**src/rtl/fetch_queue.sv**
```systemverilog
// fetch_queue: instruction prefetch buffer between IF and the IF/ID register.
// Holds up to DEPTH {pc, instr} pairs in a circular FIFO. Handshakes on both
// sides follow valid/ready: a transfer happens on a rising edge where both
// valid and ready are high; valid never depends on ready, and enq_ready does
// not depend on deq_ready. A flush (redirect) empties the queue and drops any
// transfer attempted in the same cycle. When empty, decode sees a NOP at pc 0.
module fetch_queue #(
  parameter int unsigned     DEPTH = 4,
  parameter int unsigned     XLEN  = 32,
  parameter logic [XLEN-1:0] NOP   = XLEN'(32'h0000_0013)
) (
  input  logic                       clk,
  input  logic                       rst,
  input  logic                       flush,
  input  logic                       enq_valid,
  output logic                       enq_ready,
  input  logic [XLEN-1:0]            enq_pc,
  input  logic [XLEN-1:0]            enq_instr,
  output logic                       deq_valid,
  input  logic                       deq_ready,
  output logic [XLEN-1:0]            deq_pc,
  output logic [XLEN-1:0]            deq_instr,
  output logic [$clog2(DEPTH+1)-1:0] count,
  output logic                       empty,
  output logic                       full
);

  localparam int unsigned PW = $clog2(DEPTH);
  localparam int unsigned CW = $clog2(DEPTH+1);

  logic [XLEN-1:0] pc_mem_q    [DEPTH];
  logic [XLEN-1:0] pc_mem_d    [DEPTH];
  logic [XLEN-1:0] instr_mem_q [DEPTH];
  logic [XLEN-1:0] instr_mem_d [DEPTH];
  logic [PW-1:0]   rd_ptr_q, rd_ptr_d;
  logic [PW-1:0]   wr_ptr_q, wr_ptr_d;
  logic [CW-1:0]   count_q, count_d;

  logic enq_fire;
  logic deq_fire;

  // Status and head outputs come from registered state only.
  always_comb begin
    empty     = (count_q == '0);
    full      = (count_q == CW'(DEPTH));
    count     = count_q;
    enq_ready = !full;
    deq_valid = !empty;
    deq_pc    = empty ? '0  : pc_mem_q[rd_ptr_q];
    deq_instr = empty ? NOP : instr_mem_q[rd_ptr_q];
    enq_fire  = enq_valid & enq_ready;
    deq_fire  = deq_valid & deq_ready;
  end

  // Next-state: flush wins; otherwise write at tail, advance pointers, track occupancy.
  always_comb begin
    rd_ptr_d    = rd_ptr_q;
    wr_ptr_d    = wr_ptr_q;
    count_d     = count_q;
    pc_mem_d    = pc_mem_q;
    instr_mem_d = instr_mem_q;
    if (flush) begin
      rd_ptr_d = '0;
      wr_ptr_d = '0;
      count_d  = '0;
    end else begin
      if (enq_fire) begin
        pc_mem_d[wr_ptr_q]    = enq_pc;
        instr_mem_d[wr_ptr_q] = enq_instr;
        wr_ptr_d              = wr_ptr_q + PW'(1);
      end
      if (deq_fire) begin
        rd_ptr_d = rd_ptr_q + PW'(1);
      end
      case ({enq_fire, deq_fire})
        2'b10:   count_d = count_q + CW'(1);
        2'b01:   count_d = count_q - CW'(1);
        default: count_d = count_q;
      endcase
    end
  end

  // State registers with asynchronous clear, storage included.
  always_ff @(posedge clk or negedge rst) begin
    if (!rst) begin
      rd_ptr_q <= '0;
      wr_ptr_q <= '0;
      count_q  <= '0;
      for (int i = 0; i < int'(DEPTH); i++) begin
        pc_mem_q[i]    <= '0;
        instr_mem_q[i] <= '0;
      end
    end else begin
      rd_ptr_q    <= rd_ptr_d;
      wr_ptr_q    <= wr_ptr_d;
      count_q     <= count_d;
      pc_mem_q    <= pc_mem_d;
      instr_mem_q <= instr_mem_d;
    end
  end

endmodule

```
**config.mk**
```make
export PLATFORM = sky130hd
export DESIGN_NAME = fetch_queue
export DESIGN_NICKNAME = d
export VERILOG_FILES = /design/src/rtl/fetch_queue.sv
export SDC_FILE = /design/constraint.sdc
export NUM_CORES = 1
export LEC_CHECK = 0
export BUFFER_PORTS_ARGS = -buffer_cell sky130_fd_sc_hd__buf_2
export CAP_MARGIN = 30
export CORE_MARGIN = 2
export CORE_UTILIZATION = 53
export DETAILED_ROUTE_END_ITERATION = 7
export GPL_TIMING_DRIVEN = 0
export PLACE_DENSITY = 0.83
export RECOVER_POWER = 100
export SYNTH_ARGS = -nofsm -noshare
export SYNTH_HDL_FRONTEND = slang
export SYNTH_SLANG_ARGS = --single-unit
```
**constraint.sdc**
```tcl
create_clock -name clk -period 2.14 [get_ports clk]
set_clock_uncertainty 0.05 [all_clocks]
set_input_delay 0.642 -clock clk [delete_from_list [all_inputs] [get_ports clk]]
set_output_delay 0.642 -clock clk [all_outputs]
set_load 0.01 [all_outputs]
```
# After elaboration in Yosys (flattened, before gate mapping)
# Cells that the tools add are included.
[totals]
ff_bits = 263
in_bits = 69
out_inout_bits = 71
elab_cells = 52
[classes]
add_sub_neg = 4
n_lt_le_gt_ge = 3
eq_ne = 3
mux = 18
n_bitwise = 5
reduce_logical = 8
[ops]
columns = ["operator", "n"]
rows = [
  ["128-bit bitwise mux", 2],
  ["32-bit two-way mux", 7],
  ["32-bit binary-select mux with 2-bit select", 2],
  ["32-bit demux with 2-bit select", 1],
  ["2-bit two-way mux", 4],
  ["3-bit greater-or-equal comparator (second input constant)", 2],
  ["2-bit inverter with 3-bit output", 2],
  ["3-bit one-hot mux with 2 select lines", 1],
  ["2-bit by 1-bit adder with 2-bit output (second input constant)", 2],
  ["2-bit nonzero test", 2],
  ["3-bit by 1-bit adder with 3-bit output (second input constant)", 1],
  ["3-bit == test (second input constant)", 1],
  ["3-bit logical NOT", 1],
  ["3-bit by 1-bit less-than comparator with 1-bit output (second input constant)", 1],
  ["3-bit two-way mux", 1],
  ["3-bit nonzero test", 1],
  ["3-bit by 1-bit subtractor with 3-bit output (second input constant)", 1],
  ["1-bit AND", 2],
  ["2-bit by 1-bit == test with 1-bit output (second input constant)", 1],
  ["2-bit == test (second input constant)", 1],
  ["1-bit logical NOT", 2],
  ["2-bit AND reduction", 1],
  ["1-bit logical AND", 1],
  ["1-bit inverter", 1],
]

# Depth between registers and ports, before layout
# Gate-level depths: netlist of the first run.
[depth]
word_depth = 6
depth_mapped = 9
depth_no_buf = 8

# Worst setup path after synthesis of the first run
# OpenSTA, ideal clock, no wires.
[synth_timing]
path_kind = "register to output"
start = "register rd_ptr_q[0]"
end = "output port deq_instr[29]"
arrival_ps = 1609
t_required_ps = 1448
setup_slack_ps = -161
path_stages_with_launch = 4
n_path_buf = 1
cell_sequence = "dfrtp_1 -> buf_1 -> mux4_2 -> and2_1"
[synth_via]
elab_chain_len = 5
[synth_rtl]
columns = ["element", "line", "source"]
rows = [
  ["from (decl)", "35", "logic [PW-1:0] rd_ptr_q, rd_ptr_d;"],
  ["from (signal assigned)", "94", "rd_ptr_q <= rd_ptr_d;"],
  ["2-bit inverter with 3-bit output (not written as such)", "50", "deq_instr = empty ? NOP : instr_mem_q[rd_ptr_q];"],
  ["32-bit binary-select mux with 2-bit select", "50", ""],
  ["32-bit two-way mux (not written as such) (2 in a row)", "50", ""],
  ["32-bit two-way mux", "50", ""],
  ["to (decl)", "22", "output logic [XLEN-1:0] deq_instr,"],
]
# No other way between the ends. The select of a mux whose other input is x is not followed.

# Worst setup path in the final report of the first run
[layout_timing]
start = "register count_q[0] (netlist: count[0])"
end = "output port deq_instr[11]"
[layout_via]
elab_chain_len = 2
[layout_rtl]
columns = ["element", "line", "source"]
rows = [
  ["from (decl)", "37", "logic [CW-1:0] count_q, count_d;"],
  ["from (signal assigned)", "96", "count_q <= count_d;"],
  ["3-bit logical NOT", "44", "empty = (count_q == '0);"],
  ["32-bit two-way mux", "50", ""],
]
# No other way between the ends.

==> impl_metrics.yaml, run 1 <==
setup_path:
  path_buf_inv: 3
  critPathRequiredTime_ns: 1.45
  critPathKind: "reg -> out"
  cpLargestDelayFamily: "simple AND/OR/NAND/NOR gates"
  critPathSlowestCell: "or3_1"
  endpoint_kind: "output port"
  cp.arrival_ns: 2.15
  path_cells: "or3_1, clkbuf_16, clkbuf_4, and2_1, buf_2"
  slowest_delay_ns: 0.45
  cp_max_fo: 10
  start_kind: "flip-flop"
global_route:
  met2_usage_pct: 42.18
  overflow: 0
  antenna_found_initial: 2
  met1_usage_pct: 34.80
  grt-busiest-layer: "met2"
  grt_pass1_vias: 8248
  grtUsageTotal_pct: 25.22
  grt_max_degree: 105
  grt_util_met3_pct: 3.426
  grt_pass1_wl_um: 47110
power_and_ir_drop:
  p_leak_nw: 8.091
  power.internal_mw: 14.16
  switching_share_pct: 26.85
  pwr-share-comb_pct: 33.0
  ir_worst_vdd_v: 0.0006744
  powerDensity_mw_per_mm2: 1149
  p_clk_share_pct: 26.2
  netSwitchingPower_mw: 5.197
  p_seq_share_pct: 40.8
timing:
  finalMaxSlewViolations: 0
  hold_violations: 0
  holdWs_ns: 0.3305
  max_slew_margin_pct: 11.63
  fin_crit_sh_pct: 132.9
  max_freq_mhz: 351.7
  fin_ws_ns: -0.7036
  rsz0062_at_grt: "yes"
  tightestPinTransition_ns: 1.326
  fin_crit_ns: 2.844
  finalSetupViolCount: 327
cts:
  clk_latency_ns: 0.54
  ctsHtreeMaxLevel: 1
  clk_pin_slew_worst_paths_ns: 0.06
  root_buffer: "clkbuf_16"
  ctsHoldBuffers: 0
  clk_path_buf_depth: 3
  cts_tree: "built"
  clock-sinks: 263
  cts-buffers-inserted: 28
floorplanning:
  die_area_mm2: 0.02401
  coreArea_mm2: 0.02250
  die_x_um: 155.0
  die_h_um: 155.0
  rows: 55
  io_pins: 140
  start_util_pct: 53.68
drt:
  wl_per_cell_um: 24.24
  drcViolationCount: 0
  postRouteWirelength_um: 31740
  dr.pass1.iters: 4
  avgViaCountPerCell: 5.783
  dr_total_vias: 7570
  drtIter0Drc: 436
  detail-route-antenna-nets: 0
logic_synthesis:
  synthesis.nets: 826
  syn_inst: 752
  yosys-top-cells-area: "dfrtp_1 54%, mux2_2 23%, mux4_2 12%, and2_1 3.2%, buf_6 2.3%"
  seq_area_frac_synth_pct: 54.49
  synth.yosys.warnings: 0
  netlist_area_mm2: 0.01208
  yosysTopAreaCellShare_pct: 54.49
  synth_edf_count: 0
  async_reset_ff_share_pct: 100.0
  syn-mean-instance-area_um2: 16.06
  synthDistinctLibCells: 34
  ys_top_cells_by_count: "263 x dfrtp_1, 250 x mux2_2, 64 x mux4_2"
  synth-seq-cells: 263
  synth_largest_area_cell: "dfrtp_1"
  yosys.cell_count.top_type: "dfrtp_1"
  ys.flop_type: "dfrtp_1"
final_layout:
  syn2layout_area_growth_pct: 39.39
  fin_cells: 1309
  nets: 1076
  fin_util_pct: 74.82
  final_layout_size_suffix_gt1_share_pct: 66.37
  fin_area_mm2: 0.01684
status:
  status: "finished with violations"
  violations: "negative setup slack"
placed_design:
  dp.cells: 1177
  io_buffer_count: 138
  gp_congestion: 0.7641
  placed_area_mm2: 0.01323
  dpl_worst_slack_ns: -0.8119
  hpwl_um: 16160
min_path:
  hold_path.class: "in -> reg"
run:
  drv_cap: 0
[power groups by stage]
stage / clock, mW / combinational (mW) / sequential [mW]
floorplan: 0 / 3.50 / 7.44
global placement: 0 / 4.40 / 7.66
detailed placement: 0 / 4.57 / 7.77
CTS: 5.11 / 5.87 / 7.74
global route: 5.33 / 6.80 / 8.06
finish: 5.07 / 6.40 / 7.89
[worst paths after layout]
path | cells after the start | slack (ns) | from | endpoint
worst max-delay path | 5 | -0.70 | count[0] | deq_instr[11]
worst min register to register | 1 | 0.45 | pc_mem_q[34] | pc_mem_q[34]
worst max register to register | 14 | -0.60 | count[2] | instr_mem_q[112]
worst min-delay path | 2 | 0.33 | enq_instr[29] | instr_mem_q[125]
max in group asynchronous | 2 | 0.25 | rst | count[2]
min in group asynchronous | 1 | 0.39 | rst | pc_mem_q[84]
[state kept, by name, indices dropped and copies added, names as in the netlist]
| register | cells |
|---|---|
| count | 3 |
| rd_ptr_q | 2 |
| instr_mem_q | 128 |
| wr_ptr_q | 2 |
| pc_mem_q | 128 |
[layout make-up]
cell class,count,area (µm²)
flip-flops and latches,263,6586
multi-input cells,439,5952
fillers,1254,5665
repair buffers,221,2262
clock buffers,42,844.6
plain buffers,45,693.2
well taps,285,356.6
clock inverters,9,120.1
inverters,4,20.02
diodes,1,2.502
[per-stage QoR]
stage,power (mW),TNS [ns]
after detailed placement,12.34,-66.26
after global routing,20.20,-166.67
after floorplan,10.94,-2.445
after global placement,12.06,-1207.51
after CTS,18.72,-113.08
final,19.35,-145.78
[layer usage]
layer | wire length [µm] | vias to the layer above
met3 | 1310 | 64
met4 | 830 | 2
met2 | 16170 | 198
met1 | 13410 | 4045
met5 | 13 | -
li1 | - | 3261
[cells in the final DEF, fill, tap and decap left out, drive strengths merged, types with 3 or more instances in the layout]
master and instances:
inv 4, nor2 7, dfrtp 263, and2 61, mux4 64, nand3 4, a21oi 4, or2 4
nand2 13, bufinv 3, clkinv 6, ha 4, mux2 256, clkbuf 72, buf 236
[logic make-up after synthesis]
| family | share of synthesized area [%] |
|---|---|
| XOR/XNOR | 0.2901 |
| buffers and inverters | 3.304 |
| multiplexers | 35.99 |
| adder cells (fa/ha/maj) | 0.5801 |
| AO/OA/AOI/OAI | 0.5802 |
| flip-flops | 54.49 |
| AND/OR/NAND/NOR | 4.775 |
[worst register-to-register path, delay by kind of cell, from the launching register on]
kind / cells / cell delay [ns]
multiplexers: 1 / 0.30
flip-flops: 1 / 0.41
buffers and inverters: 10 / 1.27
AND/OR/NAND/NOR: 3 / 0.60
[what timing repair did]
item | 4_1_cts | 5_1_grt
pin swaps | 20 | 5
cloned | 23 | 9
gates resized for setup | 293 | 119
setup endpoints to repair | 250 | 326
setup buffers | 49 | 18
Power figures use the tool's default switching activity.
==> run 2: changes to the inputs <==
Settings changed: REMOVE_ABC_BUFFERS set to 1.
==> impl_metrics.yaml, run 2 (same netlist as run 1, synthesis figures left out) <==
run:
  drv_cap: 0
power_and_ir_drop:
  p_seq_share_pct: 42.2
  power.internal_mw: 13.38
  pwr-share-comb_pct: 33.9
  ir_worst_vdd_v: 0.0008226
  powerDensity_mw_per_mm2: 1149
  p_leak_nw: 7.646
  p_clk_share_pct: 23.9
  switching_share_pct: 27.97
  netSwitchingPower_mw: 5.197
drt:
  drcViolationCount: 0
  dr.pass1.iters: 6
  postRouteWirelength_um: 36310
  drtIter0Drc: 591
  wl_per_cell_um: 28.28
  dr_total_vias: 7838
  detail-route-antenna-nets: 0
  avgViaCountPerCell: 6.104
min_path:
  hold_depth: 2
  hold_path.class: "in -> reg"
  min_to: "pc_mem_q[82]"
  hp-start: "enq_pc[18]"
timing:
  max_freq_mhz: 343.0
  fin_crit_ns: 2.916
  max_slew_margin_pct: 29.13
  tightestPinTransition_ns: 1.063
  fin_ws_ns: -0.7757
  finalSetupViolCount: 329
  hold_violations: 0
  holdWs_ns: 0.3376
  rsz0062_at_grt: "yes"
  finalMaxSlewViolations: 0
  fin_crit_sh_pct: 136.2
placed_design:
  gp_congestion: 0.7235
  io_buffer_count: 139
  hpwl_um: 14420
  dp.cells: 1135
cts:
  cts_tree: "built"
  cts-buffers-inserted: 28
  ctsHtreeMaxLevel: 1
  clk_latency_ns: 0.53
  root_buffer: "clkbuf_16"
  clock-sinks: 263
  clk_pin_slew_worst_paths_ns: 0.07
  clk_path_buf_depth: 3
global_route:
  met1_usage_pct: 39.62
  grt_pass1_vias: 8215
  antenna_found_initial: 2
  met2_usage_pct: 45.42
  grt_max_degree: 116
  grt-busiest-layer: "met2"
  grt_pass1_wl_um: 51180
  grtUsageTotal_pct: 28.45
  grt_util_met3_pct: 5.014
  overflow: 0
setup_path:
  cp.arrival_ns: 2.22
  start_kind: "flip-flop"
  critPathRequiredTime_ns: 1.45
  r2r_end: "instr_mem_q[52]"
  reg2reg_from: "count[2]"
  reg2reg_depth: 13
  cp_max_fo: 9
  critPathKind: "reg -> out"
  endpoint_kind: "output port"
  r2r_slack_ns: -0.68
final_layout:
  fin_util_pct: 71.89
  nets: 1058
  syn2layout_area_growth_pct: 33.93
  fillers: 1353
  fin_cells: 1284
  final_cell_mix: "258 x dfrtp_1, 144 x mux2_2, 112 x mux2_4, 111 x buf_2, 64 x mux4_2"
  final_common_cell: "dfrtp_1"
  final_layout_size_suffix_gt1_share_pct: 65.03
floorplanning:
  die_h_um: 155.0
  io_pins: 140
  coreArea_mm2: 0.02250
  die_x_um: 155.0
  die_area_mm2: 0.02401
  rows: 55
  start_util_pct: 53.68
status:
  violations: "negative setup slack"
  status: "finished with violations"
## run 2: cell count changes in the layout (fill, tap and decap cells not counted), moves of 8 or more
cell	before	now
mux2_2	81	144
mux2_4	175	112
buf_12	39	23
buf_8	16	5
buf_4	11	20
clkbuf_8	12	3
buf_16	11	19
## run 2: what timing repair did
item / 4_1_cts / 5_1_grt
gates resized for setup: 184 / 103
endpoints found under the setup margin: 307 / 284
endpoints found under the hold margin: 34 / 0
pin swaps: 20 / 8
buffers inserted: 47 / 36
hold buffers: 1 / 0
gates cloned: 27 / 13
## run 2: area by class of cell
cell class	instances	area (µm²)	share of cell area [%]
Sequential cell	263	6593	40.75
Clock inverter	3	15.01	0.09281
Multi-Input combinational cell	445	5801	35.85
Inverter	4	25.02	0.1547
Antenna cell	1	2.502	0.01547
Timing Repair Buffer	242	2585	15.98
Tap cell	285	356.6	2.204
Clock buffer	41	800.8	4.950
## run 2: critical path, cell delays in order (launching register included)
cell and delay [ns]:
dfrtp_4 0.45, buf_8 0.18, buf_16 0.17, mux4_2 0.53, and2_1 0.20, buf_2 0.15
## run 2: worst max-delay path by stage
| stage | endpoint | startpoint | cells past startpoint | slack, ns |
|---|---|---|---|---|
| 6_report | deq_pc[11] | rd_ptr_q[0] | 5 | -0.78 |
| 5_1_grt | deq_pc[26] | rd_ptr_q[0] | 5 | -0.82 |
| 4_1_cts | deq_pc[3] | rd_ptr_q[0] | 6 | -0.74 |
| 3_5_place_dp | deq_instr[4] | rd_ptr_q[0] | 4 | -0.88 |
| 3_3_place_gp | pc_mem_q[46] | rst | 1 | -4.40 |
| 2_1_floorplan | deq_instr[0] | rd_ptr_q[0] | 2 | -2.10 |
## run 2: power groups by stage
stage          combinational (mW)  sequential (mW)  clock, mW
2_1_floorplan                3.29             7.56          0
3_3_place_gp                 4.19             7.82          0
3_5_place_dp                 4.41             7.86          0
4_1_cts                      5.86             7.71       4.48
5_1_grt                      6.65             8.03       4.72
6_report                     6.29             7.85       4.44
## run 2: metal layers
metal  vias to the layer above  part of all wire [%]
met2                       329                    49
met4                         2                   3.7
met1                      4170                    41
met3                        94                   6.4
li1                       3243                     -
met5                         -                 0.036
## run 2: metrics by stage
step           setup WS, ns  setup TNS (ns)  total power, mW  cell area (µm²)
6_report            -0.7757         -182.40            18.58            16180
5_1_grt             -0.8197         -208.50            19.40            16180
4_1_cts             -0.7434          -59.30            18.05            15650
3_5_place_dp        -0.8775          -95.78            12.27            13000
3_3_place_gp         -4.404        -1705.39            12.02            12750
2_1_floorplan        -2.102         -274.55            10.85            11700
==> run 3: changes to the inputs <==
Settings changed: CTS_BUF_LIST set to sky130_fd_sc_hd__clkbuf_16.
==> impl_metrics.yaml, run 3 (same netlist as run 1, synthesis figures left out) <==
final_layout:
  nets: 1043
  fin_cells: 1268
  final_common_cell: "dfrtp_1"
  final_cell_mix: "258 x dfrtp_1, 138 x mux2_4, 118 x mux2_2, 106 x buf_2, 64 x mux4_2"
  diodes: 0
  fillers: 1341
  final_layout_size_suffix_gt1_share_pct: 64.90
  syn2layout_area_growth_pct: 33.46
  fin_area_mm2: 0.01612
floorplanning:
  die_h_um: 155.0
  die_area_mm2: 0.02401
  start_util_pct: 53.68
  die_x_um: 155.0
  io_pins: 140
  coreArea_mm2: 0.02250
  rows: 55
drt:
  drtIter0Drc: 642
  avgViaCountPerCell: 6.099
  drcViolationCount: 0
  wl_per_cell_um: 28.31
  detail-route-antenna-nets: 0
  dr_total_vias: 7733
  postRouteWirelength_um: 35900
  dr.pass1.iters: 5
timing:
  rsz0062_at_grt: "yes"
  fin_ws_ns: -0.7775
  max_slew_margin_pct: 30.89
  fin_crit_sh_pct: 136.3
  fin_crit_ns: 2.917
  tightestPinTransition_ns: 1.037
  hold_violations: 0
  finalSetupViolCount: 327
  finalMaxSlewViolations: 0
  max_freq_mhz: 342.8
min_path:
  hp-start: "enq_pc[18]"
  hold_path.class: "in -> reg"
placed_design:
  gp_congestion: 0.7235
  dp.cells: 1135
  placed_area_mm2: 0.01300
  io_buffer_count: 139
  hpwl_um: 14420
  dpl_worst_slack_ns: -0.8775
status:
  violations: "negative setup slack"
  status: "finished with violations"
setup_path:
  cp.arrival_ns: 2.23
  endpoint_kind: "output port"
  cp_max_fo: 9
  start_kind: "flip-flop"
  crit_start: "rd_ptr_q[0]"
  r2r_slack_ns: -0.45
  critPathKind: "reg -> out"
  critPathRequiredTime_ns: 1.45
  reg2reg_from: "count[2]"
global_route:
  grt_pass1_wl_um: 50430
  overflow: 0
  grtUsageTotal_pct: 28.08
  grt_pass1_vias: 8171
  grt_max_degree: 116
  antenna_found_initial: 1
power_and_ir_drop:
  ir_worst_vdd_v: 0.0008172
  p_leak_nw: 7.681
  power_mw: 18.59
  powerDensity_mw_per_mm2: 1153
cts:
  cts-buffers-inserted: 28
  clk_path_buf_depth: 3
  clk_pin_slew_worst_paths_ns: 0.06
  ctsHtreeMaxLevel: 1
  clk_latency_ns: 0.53
  root_buffer: "clkbuf_16"
  clock-sinks: 263
  cts_tree: "built"
run:
  drv_cap: 0
-- run 3: cell types whose count changed in the layout (fill, tap and decap cells not counted), moves of 6 or more --
cell	before	now
mux2_2	144	118
mux2_4	112	138
clkbuf_1	10	0
inv_1	2	11
buf_4	20	12
buf_12	23	29
-- run 3: final timing paths --
kind,end,cells past startpoint
setup / recovery,deq_instr[3],5
hold / removal,pc_mem_q[82],2
setup reg to reg,instr_mem_q[123],12
hold reg to reg,instr_mem_q[44],1
max in group asynchronous,rd_ptr_q[1],3
min in group asynchronous,instr_mem_q[80],2
-- run 3: per-layer routing --
layer	share of wire (%)	GRT usage [%]
met3	6.3	5.042
met2	48	45.38
met4	3.6	8.686
met5	0.036	0
met1	42	39.33
-- run 3: cell type report --
| type | count | area (µm²) | area share, % |
|---|---|---|---|
| Inverter | 4 | 25.02 | 0.1552 |
| Timing Repair Buffer | 229 | 2467 | 15.31 |
| Clock inverter | 15 | 60.06 | 0.3726 |
| Tap cell | 285 | 356.6 | 2.212 |
| Clock buffer | 29 | 725.7 | 4.502 |
| Multi-Input combinational cell | 443 | 5893 | 36.56 |
| Sequential cell | 263 | 6593 | 40.90 |
-- run 3: what timing repair did --
| action | in CTS | in global routing |
|---|---|---|
| pin swaps | 21 | 10 |
| hold buffers | 1 | 0 |
| endpoints found under the setup margin | 307 | 275 |
| resized for setup | 200 | 122 |
| gates cloned | 29 | 8 |
| endpoints found under the hold margin | 34 | 0 |
| setup buffers | 49 | 28 |
-- run 3: worst max-delay path, stage by stage (launching register included) --
cell and delay (ns):
dfrtp_4 0.44, buf_6 0.19, buf_12 0.18, mux4_2 0.53, and2_1 0.20, buf_2 0.15
-- run 3: report_power, final --
| part | switching, mW | internal, mW |
|---|---|---|
| logic | 2.27 | 4.15 |
| clock network | 1.89 | 2.40 |
| registers | 1.06 | 6.82 |
-- run 3: stage by stage --
stage          setup TNS [ns]  hold WS (ns)  util [%]
6_report              -129.28        0.3341     71.64
5_1_grt               -157.07        0.3272     71.64
4_1_cts                -53.81        0.3151     69.91
3_5_place_dp           -95.78        0.4370     57.78
3_3_place_gp         -1705.39        0.4319     56.65
2_1_floorplan         -274.55        0.2964         -
